--- src/rtl/serial_maxpool_pkg.sv ---
// serial_maxpool_pkg: shared constants, beat-count helper and vector types for serial_maxpool2
package serial_maxpool_pkg;
    localparam int NO_CH  = 10;
    localparam int BW_IN  = 4;
    localparam int SER_BW = 2;

    function automatic int cyc(input int bw_in, input int ser_bw);
        return bw_in / ser_bw;
    endfunction

    typedef logic [NO_CH-1:0][SER_BW-1:0] chunk_t;
    typedef logic [NO_CH-1:0][BW_IN-1:0]  result_t;
endpackage

--- src/rtl/serial_maxpool2_lane.sv ---
// serial_maxpool2_lane: one channel's A/B deserializer and signed max; SERIAL_MAXPOOL_RELU_EN clamps negatives to 0
module serial_maxpool2_lane #(
    parameter int BW_IN  = 4,
    parameter int SER_BW = 2,
    parameter int CW     = 2
) (
    input  logic              clk,
    input  logic              rst,
    input  logic              i_vld,
    input  logic              i_sel_b,
    input  logic [CW-1:0]     i_idx,
    input  logic              i_last,
    input  logic [SER_BW-1:0] i_chunk,
    output logic [BW_IN-1:0]  o_max
);
    logic [BW_IN-1:0] r_a;
    logic [BW_IN-1:0] r_b;
    logic [BW_IN-1:0] r_max;
    logic [BW_IN-1:0] w_b;
    logic [BW_IN-1:0] w_max;

    // full B is the stored low chunks plus the MSB chunk arriving on the final beat
    always_comb begin
        w_b = r_b;
        w_b[BW_IN-SER_BW +: SER_BW] = i_chunk;
`ifdef SERIAL_MAXPOOL_RELU_EN
        w_max = ($signed(r_a) > $signed(w_b)) ? (r_a[BW_IN-1] ? '0 : r_a) : (w_b[BW_IN-1] ? '0 : w_b);
`else
        w_max = ($signed(r_a) > $signed(w_b)) ? r_a : w_b;
`endif
    end

    // deserialize each beat into A or B, and latch the result on the final B beat
    always_ff @(posedge clk) begin
        if (!rst) begin
            r_a   <= '0;
            r_b   <= '0;
            r_max <= '0;
        end else if (i_vld) begin
            if (i_sel_b) r_b[int'(i_idx)*SER_BW +: SER_BW] <= i_chunk;
            else         r_a[int'(i_idx)*SER_BW +: SER_BW] <= i_chunk;
            if (i_last)  r_max <= w_max;
        end
    end

    assign o_max = r_max;
endmodule

--- src/rtl/serial_maxpool2.sv ---
// serial_maxpool2: bit-serial 2:1 signed max pooling across NO_CH channels; SERIAL_MAXPOOL_RELU_EN enables ReLU clamp
module serial_maxpool2
    import serial_maxpool_pkg::*;
#(
    parameter int NO_CH  = serial_maxpool_pkg::NO_CH,
    parameter int BW_IN  = serial_maxpool_pkg::BW_IN,
    parameter int SER_BW = serial_maxpool_pkg::SER_BW
) (
    input  logic                         clk,
    input  logic                         rst,
    input  logic                         vld_in,
    input  logic [NO_CH-1:0][SER_BW-1:0] data_in,
    output logic                         vld_out,
    output logic [NO_CH-1:0][BW_IN-1:0]  data_out
);
    localparam int CYC = cyc(BW_IN, SER_BW);
    localparam int CW  = $clog2(2 * CYC);

    logic [CW-1:0] r_cnt;
    logic          r_vld;
    logic          w_last;
    logic          w_sel_b;
    logic [CW-1:0] w_idx;

    // decode beat counter into operand select, chunk index and final-beat flag
    always_comb begin
        w_last  = r_cnt == CW'(2 * CYC - 1);
        w_sel_b = r_cnt >= CW'(CYC);
        w_idx   = w_sel_b ? r_cnt - CW'(CYC) : r_cnt;
    end

    // shared beat counter and one-cycle result strobe
    always_ff @(posedge clk) begin
        if (!rst) begin
            r_cnt <= '0;
            r_vld <= 1'b0;
        end else begin
            r_vld <= vld_in && w_last;
            if (vld_in) r_cnt <= w_last ? '0 : r_cnt + 1'b1;
        end
    end

    assign vld_out = r_vld;

    for (genvar c = 0; c < NO_CH; c++) begin : g_lane
        serial_maxpool2_lane #(
            .BW_IN (BW_IN),
            .SER_BW(SER_BW),
            .CW    (CW)
        ) u_lane (
            .clk    (clk),
            .rst    (rst),
            .i_vld  (vld_in),
            .i_sel_b(w_sel_b),
            .i_idx  (w_idx),
            .i_last (w_last),
            .i_chunk(data_in[c]),
            .o_max  (data_out[c])
        );
    end
endmodule

--- config.mk ---
export PLATFORM = sky130hd
export DESIGN_NAME = serial_maxpool2
export DESIGN_NICKNAME = d
export VERILOG_FILES = /design/src/rtl/serial_maxpool_pkg.sv /design/src/rtl/serial_maxpool2_lane.sv /design/src/rtl/serial_maxpool2.sv
export SDC_FILE = /design/constraint.sdc
export NUM_CORES = 1
export LEC_CHECK = 0
export ABC_AREA = 1
export CORE_ASPECT_RATIO = 1.5
export CORE_MARGIN = 2
export CORE_UTILIZATION = 51
export CTS_CLUSTER_SIZE = 20
export DETAILED_ROUTE_END_ITERATION = 6
export GPL_TIMING_DRIVEN = 0
export PLACE_DENSITY = 0.77
export SETUP_SLACK_MARGIN = 0.5
export SLEW_MARGIN = 20
export SYNTH_ARGS = -nofsm -noshare
export SYNTH_HDL_FRONTEND = slang
export SYNTH_SLANG_ARGS = --single-unit
export TNS_END_PERCENT = 5
--- constraint.sdc ---
create_clock -name clk -period 2.2 [get_ports clk]
set_input_delay 0.44 -clock clk [delete_from_list [all_inputs] [get_ports clk]]
set_output_delay 0.44 -clock clk [all_outputs]
set_load 0.01 [all_outputs]
==> results.yml, run 1 <==
power_and_ir_drop:
  p_comb_share_pct: 23.2
  cellLeakagePower_nw: 3.127
  cell_internal_pwr_w: 0.003256
  clock_power_share_pct: 34.2
  power_density_nw_per_um2: 690.6
  fraction_of_power_consumed_by_sequential_logic_pct: 42.6
  ir_worst_vdd_mv: 0.4489
  swShare_pct: 31.14
  p_sw_w: 0.001472
setup_path:
  setup.worst_path.start_class: "register"
  critical_path_required_ns: 2.45
  timing.reg2reg.worst_path_depth: 10
  critical_path_peak_fanout: 10
  wp_data_arrival_ns: 2.11
  worst_path_max_delay_cell: "dfxtp_2"
  crit_family: "buffers and inverters"
  critical_path.reg2reg.endpoint: "g_lane[2].u_lane.r_a[3]"
  crit_buf_inv: 4
  worst-r2r-setup-slack_ns: 0.34
  crit_path_cell_trace: "clkbuf_8 -> buf_12 -> inv_4 -> ha_4 -> nand2_4 -> ha_1 -> nand3_2 -> buf_6 -> a21oi_1 -> a211oi_1"
  crit_path_end_kind: "register"
  crit-reg2reg-launch: "r_cnt[0]"
  cp_slowest_stage_delay_ns: 0.33
  critPathKind: "register to register"
logic_synthesis:
  synthesis.area_per_instance_um2: 6.970
  yosys.cell_types.count: 22
  yosysWarningCount: 0
  netlist.area_leader.share_pct: 38.17
  netlist.top_cell.by_area: "dfxtp_1"
  syn-num-nets: 842
  synth_cells: 775
  syn_area_um2: 5401
  synth.area.top_cells: "dfxtp_1 (38%), nand2_1 (11%), ha_1 (10%)"
  synth_seq_area_share_pct: 38.17
  ys_seq_elements: 103
clock_network:
  clk_latency_ns: 0.35
  cts_tree: "done"
  clock_tree.htree_level_count: 3
  post_cts_hold_buffer_count: 0
  register_clock_pin_slew_on_the_reported_worst_setup_and_hold_paths_ns: 0.07
  clock_tree.buffer_depth: 2
  cts_buffers: 9
  cts_sinks: 103
  ctsRootBufferMaster: "clkbuf_16"
timing:
  layout_min_cycle_time_ns: 1.861
  timing.fmax_mhz: 537.3
  hold_viol: 0
  setup_repair_after_global_routing_missed_its_margin: "true"
  tightest_slew_ns: 0.6953
  setup-tns-final_ns: 0
  period_share_pct: 84.61
  slew-limit-headroom_pct: 53.65
  worst_clock_skew_ns: 0.008971
  setup_violations: 0
  drv_slew: 0
finish:
  num_antenna_cells: 0
  layout-area-overhead-vs-synth_pct: 26.75
  fraction_of_final_layout_cells_sized_beyond_drive_strength_1_pct: 10.79
  fillerInstances: 927
  final_cell_count_no_fill: 1006
  multi_input_area_um2: 2974
  sequential_cell_area_in_the_final_layout_um2: 2063
  final_common_cell: "nand2_1"
  layout.cells.most_common_list: "nand2_1 (153), dfxtp_1 (102), inv_1 (98)"
  layout_nets: 924
placed_design:
  detailed_place_hpwl_mm: 10.82
  routabilityCongestion: 0.8544
  placedCellCount: 982
  number_of_port_buffers: 63
grt:
  grt_pass1_vias: 5302
  overflow: 0
  grt_start_max_net_pins: 18
  antenna_found_initial: 0
  globalRouteTotalUtil_pct: 27.17
  grt_first_pass_wirelength_mm: 24.33
min_path:
  min-delay-start: "g_lane[2].u_lane.o_max[2]"
  hold_path_end: "g_lane[2].u_lane.o_max[2]"
  timing.hold.worst_path_depth: 2
  worst_hold_path_type: "register to register"
routing:
  viasPerCell: 5.437
  wirelength_mm: 15.38
  wl_per_cell_um: 15.29
  detailed_router_iteration_count_before_antenna_repair: 5
  drt-initial-drc-count: 295
  ant_nets: 0
  via_count: 5470
  detail_route.drc_violations: 0
floorplanning:
  floorplan.initialDensity_pct: 51.56
  dieArea_um2: 11450
  dieHeight_um: 130.0
  row_count: 46
  fp.dieW_um: 88.03
  design.core.area_um2: 10480
  io-pin-count: 64
status:
  outcome: "complete, no violations"
job:
  number_of_max_cap_violations: 0
## cells by family after synthesis
kind of cell             Yosys count  synth area share (%)
flip-flops                       103                 38.17
AO/OA/AOI/OAI                    150                 15.15
buffers and inverters            136                 10.12
adder cells (fa/ha/maj)           44                 10.19
AND/OR/NAND/NOR                  342                 26.36
## cells in the mapped netlist
cell and number:
nor2_1 92, buf_6 3, nand2_1 161, ha_1 44
a211oi_2 2, nor3_4 1, buf_2 11, a211oi_1 16
inv_2 3, nor3b_1 3, clkbuf_1 15, nand3_1 74
inv_1 104, o21ai_1 10, o21bai_1 5, nor2_2 2
nor2_4 1, dfxtp_1 103, nor3_1 7, a21oi_1 73
nor4_1 1, o21ai_0 44
## worst min-delay path: cells and delay by family (launching register included)
| family | cells | cell delay (ns) |
|---|---|---|
| flip-flops | 1 | 0.31 |
| AND/OR/NAND/NOR | 2 | 0.10 |
## power groups by stage
stage	Clock [W]	Sequential (W)	Combinational (W)
after CTS	0.00163	0.00201	0.00103
after detailed placement	0	0.00206	0.000970
after global routing	0.00170	0.00202	0.00122
after global placement	0	0.00205	0.000931
final	0.00162	0.00202	0.00110
after floorplan	0	0.00205	0.000688
## state kept, by name, indices dropped and copies added (netlist names)
| signal | flops |
|---|---|
| r_cnt | 2 |
| g_lane.u_lane.r_b | 20 |
| g_lane.u_lane.o_max | 40 |
| vld_out | 1 |
| g_lane.u_lane.r_a | 40 |
## per-layer routing
layer,up-vias,share of wire (%),global-route usage (%)
met5,-,0,0
met4,0,4.7,15.69
met3,57,4.1,3.479
met2,171,53,49.42
met1,2557,39,29.70
li1,2685,-,-
## stage by stage
| step | setup WS [ns] | cell area [µm²] | hold WS (ns) | total power [W] | util [%] |
|---|---|---|---|---|---|
| global route | 0.2791 | 6847 | 0.4693 | 0.004947 | 65.36 |
| floorplan | 0.4553 | 5459 | 0.4435 | 0.002737 | - |
| detailed placement | -0.1611 | 6270 | 0.4398 | 0.003026 | 59.85 |
| global placement | -0.1255 | 6270 | 0.4361 | 0.002982 | 59.85 |
| finish | 0.3387 | 6847 | 0.4518 | 0.004728 | 65.36 |
| CTS | 0.3891 | 6709 | 0.4544 | 0.004667 | 64.05 |
## worst max path at each step
stage	start	endpoint	slack, ns	cells past startpoint
2_1_floorplan	r_cnt[0]	g_lane[6].u_lane.r_b[1]	0.46	12
3_3_place_gp	data_in[19]	g_lane[9].u_lane.o_max[0]	-0.13	9
3_5_place_dp	data_in[19]	g_lane[9].u_lane.o_max[0]	-0.16	9
4_1_cts	r_cnt[0]	g_lane[6].u_lane.r_b[1]	0.39	12
5_1_grt	r_cnt[0]	g_lane[0].u_lane.r_b[1]	0.28	12
6_report	r_cnt[0]	g_lane[2].u_lane.r_a[3]	0.34	10
## area by class of cell
class,count,area share [%]
multi-input cells,536,43.44
flip-flops and latches,103,30.14
repair buffers,71,10.20
inverters,107,5.939
clock buffers,9,3.289
plain buffers,29,3.289
well taps,144,2.632
clock inverters,7,1.078
## what timing repair did
action                                  4_1_cts  5_1_grt
endpoints found under the setup margin      102      109
pin swaps                                     4        6
gates resized for setup                      40       29
buffers inserted                              4        4
No activity file was read; power rests on OpenSTA's default activity.
==> inputs of run 2 (changes only) <==
Clock period 2.2 ns to 1.6 ns, I/O delays scaled along.
==> run 2 against run 1 <==
  * The flow now finishes with violations (DRC, setup timing)
  * Largest power group unchanged
  * Critical path depth rose by 1
  * Flip-flop and latch count did not move
  * Cell count grew 0.70%
  * Final area increased by 6.0%
  * Power grew 45%
  * Via count up 3.2%
  * Routed wire length grew 8.5%
  * Sequential power up 38%
  * Die area stayed put
  * Worst hold slack got worse by 0.10 ns
  * Global-route usage increased by 0.66 points
==> results.yml, run 2 (synthesis results as in run 1) <==
status:
  outcome: "finished, violations left"
  violations_in_the_final_reports: "DRC, setup timing"
clock_network:
  cts_tree: "done"
  clock_tree.htree_level_count: 3
  clk_latency_ns: 0.36
  register_clock_pin_slew_on_the_reported_worst_setup_and_hold_paths_ns: 0.07
  clock_tree.buffer_depth: 2
  cts_buffers: 9
  ctsRootBufferMaster: "clkbuf_16"
  cts_sinks: 103
  post_cts_hold_buffer_count: 0
finish:
  layout.cells.most_common_list: "nand2_1 (149), inv_1 (86), nor2_1 (79)"
  layout-area-overhead-vs-synth_pct: 34.38
  final_util_pct: 69.29
  num_antenna_cells: 0
  final_common_cell: "nand2_1"
  fillerInstances: 863
  fraction_of_final_layout_cells_sized_beyond_drive_strength_1_pct: 26.01
  layout_nets: 931
power_and_ir_drop:
  fraction_of_power_consumed_by_sequential_logic_pct: 40.6
  finalPower_w: 0.006874
  p_comb_share_pct: 24.2
  p_sw_w: 0.002085
  power_density_nw_per_um2: 947.1
  ir_worst_vdd_mv: 0.6492
  cellLeakagePower_nw: 3.340
  swShare_pct: 30.34
  cell_internal_pwr_w: 0.004788
  clock_power_share_pct: 35.2
grt:
  grt_start_max_net_pins: 16
  grt_pass1_vias: 5232
  globalRouteTotalUtil_pct: 27.83
  grt_first_pass_wirelength_mm: 24.83
  antenna_found_initial: 0
  overflow: 0
floorplanning:
  io-pin-count: 64
  floorplan.initialDensity_pct: 51.56
  row_count: 46
  design.core.area_um2: 10480
  dieArea_um2: 11450
  dieHeight_um: 130.0
  fp.dieW_um: 88.03
routing:
  viasPerCell: 5.575
  wirelength_mm: 16.69
  detail_route.drc_violations: 1
  detailed_router_iteration_count_before_antenna_repair: 7
  ant_nets: 0
  via_count: 5647
  drt-initial-drc-count: 451
  wl_per_cell_um: 16.47
timing:
  worst_clock_skew_ns: 0.005402
  hold_viol: 0
  setup_violations: 83
  slack_of_the_critical_path_ns: -0.3948
  period_share_pct: 124.7
  slew-limit-headroom_pct: 51.20
  setup-tns-final_ns: -14.99
  drv_slew: 0
  setup_repair_after_global_routing_missed_its_margin: "true"
  timing.fmax_mhz: 501.3
  final.hold.worst_slack_ns: 0.3512
  tightest_slew_ns: 0.7320
  layout_min_cycle_time_ns: 1.995
setup_path:
  crit-reg2reg-launch: "r_cnt[0]"
  crit_path_end_kind: "register"
  timing.reg2reg.worst_path_depth: 11
  critical_path_peak_fanout: 5
  critical_path_required_ns: 1.85
  wp_data_arrival_ns: 2.24
  critPathKind: "register to register"
  setup.worst_path.start_class: "register"
  critical_path.reg2reg.endpoint: "g_lane[5].u_lane.r_b[1]"
  worst-r2r-setup-slack_ns: -0.39
min_path:
  worst_hold_path_type: "input port to register"
  timing.hold.worst_path_depth: 3
  min-delay-start: "data_in[2]"
  hold_path_end: "g_lane[1].u_lane.r_a[2]"
placed_design:
  number_of_port_buffers: 63
  detailed_place_hpwl_mm: 10.93
  routabilityCongestion: 0.8564
  place_ws_ns: -0.6544
job:
  number_of_max_cap_violations: 0
run 2: final cells by class:
| type | count | area, µm² | area share [%] |
|---|---|---|---|
| plain buffers | 29 | 274.0 | 3.775 |
| clock buffers | 13 | 260.3 | 3.586 |
| clock inverters | 3 | 65.06 | 0.8964 |
| inverters | 107 | 420.4 | 5.792 |
| multi-input cells | 536 | 3204 | 44.15 |
| flip-flops and latches | 103 | 2105 | 29.00 |
| well taps | 144 | 180.2 | 2.482 |
| repair buffers | 77 | 742.0 | 10.22 |
| repair inverters | 1 | 7.507 | 0.1034 |
run 2: how the worst max path moves through the flow:
stage | slack [ns] | end | start | depth (start not counted)
final | -0.39 | g_lane[5].u_lane.r_b[1] | r_cnt[0] | 11
after global routing | -0.42 | g_lane[5].u_lane.r_b[1] | r_cnt[0] | 11
after CTS | -0.27 | g_lane[5].u_lane.r_b[1] | r_cnt[0] | 11
after detailed placement | -0.65 | g_lane[9].u_lane.o_max[1] | data_in[19] | 9
after global placement | -0.60 | g_lane[9].u_lane.o_max[0] | data_in[19] | 9
after floorplan | -0.14 | g_lane[6].u_lane.r_b[1] | r_cnt[0] | 12
run 2: stage by stage:
| stage | instance area, µm² | cells |
|---|---|---|
| after floorplan | 5459 | 775 |
| after global placement | 6270 | 982 |
| after detailed placement | 6270 | 982 |
| after CTS | 6998 | 1008 |
| after global routing | 7258 | 1013 |
| final | 7258 | 1013 |
run 2: critical path: stages (launching register included):
cell	delay, ns
dfxtp_2	0.35
buf_8	0.11
buf_12	0.10
inv_8	0.03
ha_4	0.15
nand2_4	0.07
ha_4	0.15
inv_4	0.04
nor3_4	0.34
clkinvlp_4	0.31
o21ai_2	0.18
a21oi_1	0.06
run 2: power groups by stage:
stage / Clock [W] / Combinational, W / Sequential [W]
floorplan: 0 / 0.000945 / 0.00282
global placement: 0 / 0.00128 / 0.00282
detailed placement: 0 / 0.00134 / 0.00283
finish: 0.00242 / 0.00167 / 0.00279
global route: 0.00254 / 0.00182 / 0.00280
CTS: 0.00242 / 0.00151 / 0.00278
run 2: routing by layer:
metal | part of all wire, % | up-vias | track usage [%]
met1 | 37 | 2641 | 31.08
met4 | 5.0 | 0 | 14.71
met2 | 53 | 239 | 50.53
met3 | 5.6 | 61 | 3.605
li1 | - | 2706 | -
met5 | 0 | - | 0
run 2: what timing repair did:
action	CTS	global route
buffers inserted	8	5
pin swaps	23	14
gates resized for setup	332	76
cloned	2	0
endpoints found under the setup margin	144	144
==> inputs of run 3 (changes only) <==
Settings changed: CAP_MARGIN from default to 20, CORE_UTILIZATION 51 to 30, PLACE_DENSITY 0.77 to default, TNS_END_PERCENT 5 to 10.
==> run 3 against run 2 <==
  * The run ends with setup timing left
  * Clock skew grew 0.0024 ns
  * Cell count grew 7.0%
  * Clock power shrank 7%
  * Core utilization shrank 28 points
  * Sequential power is essentially flat
  * Maximum frequency grew 14%
  * Die area grew 67%
  * Flip-flop and latch count is the same
  * First-iteration DRC count shrank 45%
  * Global-route usage shrank 11 points
==> results.yml, run 3 (synthesis results as in run 1) <==
setup_path:
  crit_family: "buffers and inverters"
  cp_slowest_stage_delay_ns: 0.34
  crit_path_end_kind: "register"
  crit_buf_inv: 7
  critical_path_required_ns: 1.85
  critical_path_cell_count: 13
  timing.reg2reg.worst_path_depth: 13
  worst_path_max_delay_cell: "dfxtp_2"
  critPathKind: "register to register"
  crit_path_cell_trace: "buf_8 -> buf_12 -> inv_8 -> ha_4 -> nand2_4 -> ha_4 -> inv_4 -> nor3_4 -> buf_6 -> inv_8 -> clkbuf_16 -> o21ai_2 -> a21oi_1"
  setup.worst_path.start_class: "register"
  crit-reg2reg-launch: "r_cnt[0]"
  critical_path_peak_fanout: 6
  critical_path.reg2reg.endpoint: "g_lane[0].u_lane.r_b[1]"
  worst-r2r-setup-slack_ns: -0.16
  cp-startpoint: "r_cnt[0]"
  wp_data_arrival_ns: 2.00
  worst_setup_path_endpoint: "g_lane[0].u_lane.r_b[1]"
status:
  outcome: "finished, violations left"
  violations_in_the_final_reports: "setup timing"
routing:
  ant_nets: 0
  wl_per_cell_um: 14.83
  via_count: 5233
  detailed_router_iteration_count_before_antenna_repair: 4
  detail_route.drc_violations: 0
  drt-initial-drc-count: 248
  viasPerCell: 4.827
  wirelength_mm: 16.08
placed_design:
  routabilityCongestion: 0.8507
  place_ws_ns: -0.6613
  number_of_port_buffers: 63
  detailed_place_hpwl_mm: 11.33
floorplanning:
  io-pin-count: 64
  floorplan.initialDensity_pct: 30.36
  dieArea_um2: 19120
  row_count: 60
  design.core.area_um2: 17790
  dieHeight_um: 168.3
  fp.dieW_um: 113.6
finish:
  final_util_pct: 41.72
  layout_nets: 929
  layout.cells.most_common_list: "nand2_1 (150), inv_1 (93), nor2_1 (75)"
  num_antenna_cells: 0
  fraction_of_final_layout_cells_sized_beyond_drive_strength_1_pct: 26.76
  layout-area-overhead-vs-synth_pct: 37.43
  sequential_cell_area_in_the_final_layout_um2: 2112
  multi_input_area_um2: 3234
  final_common_cell: "nand2_1"
  fillerInstances: 1816
grt:
  grt_pass1_vias: 5219
  overflow: 0
  grt_start_max_net_pins: 17
  grt_first_pass_wirelength_mm: 26.06
  globalRouteTotalUtil_pct: 17.27
  antenna_found_initial: 0
timing:
  setup_violations: 59
  hold_viol: 0
  setup_repair_after_global_routing_missed_its_margin: "true"
  slew-limit-headroom_pct: 52.52
  worst_clock_skew_ns: 0.007838
  layout_min_cycle_time_ns: 1.757
  slack_of_the_critical_path_ns: -0.1571
  final.hold.worst_slack_ns: 0.3542
  period_share_pct: 109.8
  drv_slew: 0
  tightest_slew_ns: 0.7122
  timing.fmax_mhz: 569.1
clock_network:
  clock_tree.htree_level_count: 3
  register_clock_pin_slew_on_the_reported_worst_setup_and_hold_paths_ns: 0.07
  cts_buffers: 9
  clk_latency_ns: 0.36
  clock_tree.buffer_depth: 2
  cts_tree: "done"
  ctsRootBufferMaster: "clkbuf_16"
  cts_sinks: 103
power_and_ir_drop:
  finalPower_w: 0.006685
  ir_worst_vdd_mv: 0.5408
  power_density_nw_per_um2: 900.5
  cellLeakagePower_nw: 3.389
job:
  number_of_max_cap_violations: 0
min_path:
  worst_hold_path_type: "input port to register"
[run 3: changes by cell type in the layout (fill, tap and decap cells not counted), moves of 4 or more]
cell / change
nor2_4: +5
o21ai_2: +7
dfxtp_2: +6
inv_1: +7
inv_2: -5
nor2_1: -4
buf_4: -4
o21ai_1: -6
dfxtp_1: -6
[run 3: tightest hold or removal path, cell delays in order]
cell	delay (ns)
dlymetal6s2s_1	0.15
a21oi_1	0.15
a211oi_1	0.05
[run 3: layout make-up]
type	count	share of cell area, %
multi-input cells	536	43.57
flip-flops and latches	103	28.45
repair buffers	75	10.53
inverters	107	5.646
plain buffers	29	4.011
well taps	217	3.658
clock buffers	10	3.219
clock inverters	6	0.8090
repair inverters	1	0.1011
[run 3: metal layers]
layer / vias up / GRT usage (%) / wire length, µm
met5: - / 0 / 0
met4: 0 / 7.211 / 466
met3: 34 / 3.024 / 620
met2: 100 / 30.59 / 8256
met1: 2401 / 20.36 / 6732
li1: 2698 / - / -
[run 3: worst min path at each step]
stage / to / from / slack, ns / cells after the start
4_1_cts: g_lane[0].u_lane.r_a[2] / data_in[0] / 0.39 / 3
3_3_place_gp: g_lane[8].u_lane.o_max[0] / g_lane[8].u_lane.o_max[0] / 0.44 / 2
5_1_grt: g_lane[1].u_lane.r_a[2] / data_in[2] / 0.36 / 3
2_1_floorplan: r_cnt[1] / vld_in / 0.41 / 1
3_5_place_dp: g_lane[8].u_lane.o_max[0] / g_lane[8].u_lane.o_max[0] / 0.44 / 2
6_report: g_lane[1].u_lane.r_a[2] / data_in[2] / 0.35 / 3
[run 3: metrics by stage]
stage | TNS, ns | cells | instance area (µm²)
after floorplan | -3.522 | 775 | 5459
final | -4.558 | 1084 | 7423
after global routing | -8.881 | 1084 | 7423
after CTS | -6.230 | 1083 | 7209
after global placement | -48.28 | 1055 | 6361
after detailed placement | -48.93 | 1055 | 6361
[run 3: power by group]
| part | leakage (nW) | total, W | internal, W | switching [W] |
|---|---|---|---|---|
| combinational | 2.39 | 0.00165 | 0.000650 | 0.00100 |
| clock | 0.144 | 0.00226 | 0.00125 | 0.00101 |
| sequential | 0.857 | 0.00278 | 0.00270 | 0.0000767 |
[run 3: what timing repair did]
| item | CTS | global route |
|---|---|---|
| setup endpoints to repair | 144 | 144 |
| setup buffers | 10 | 0 |
| resized for setup | 375 | 57 |
| hold buffers | 0 | 0 |
| cloned | 2 | 1 |
| pin swaps | 19 | 12 |
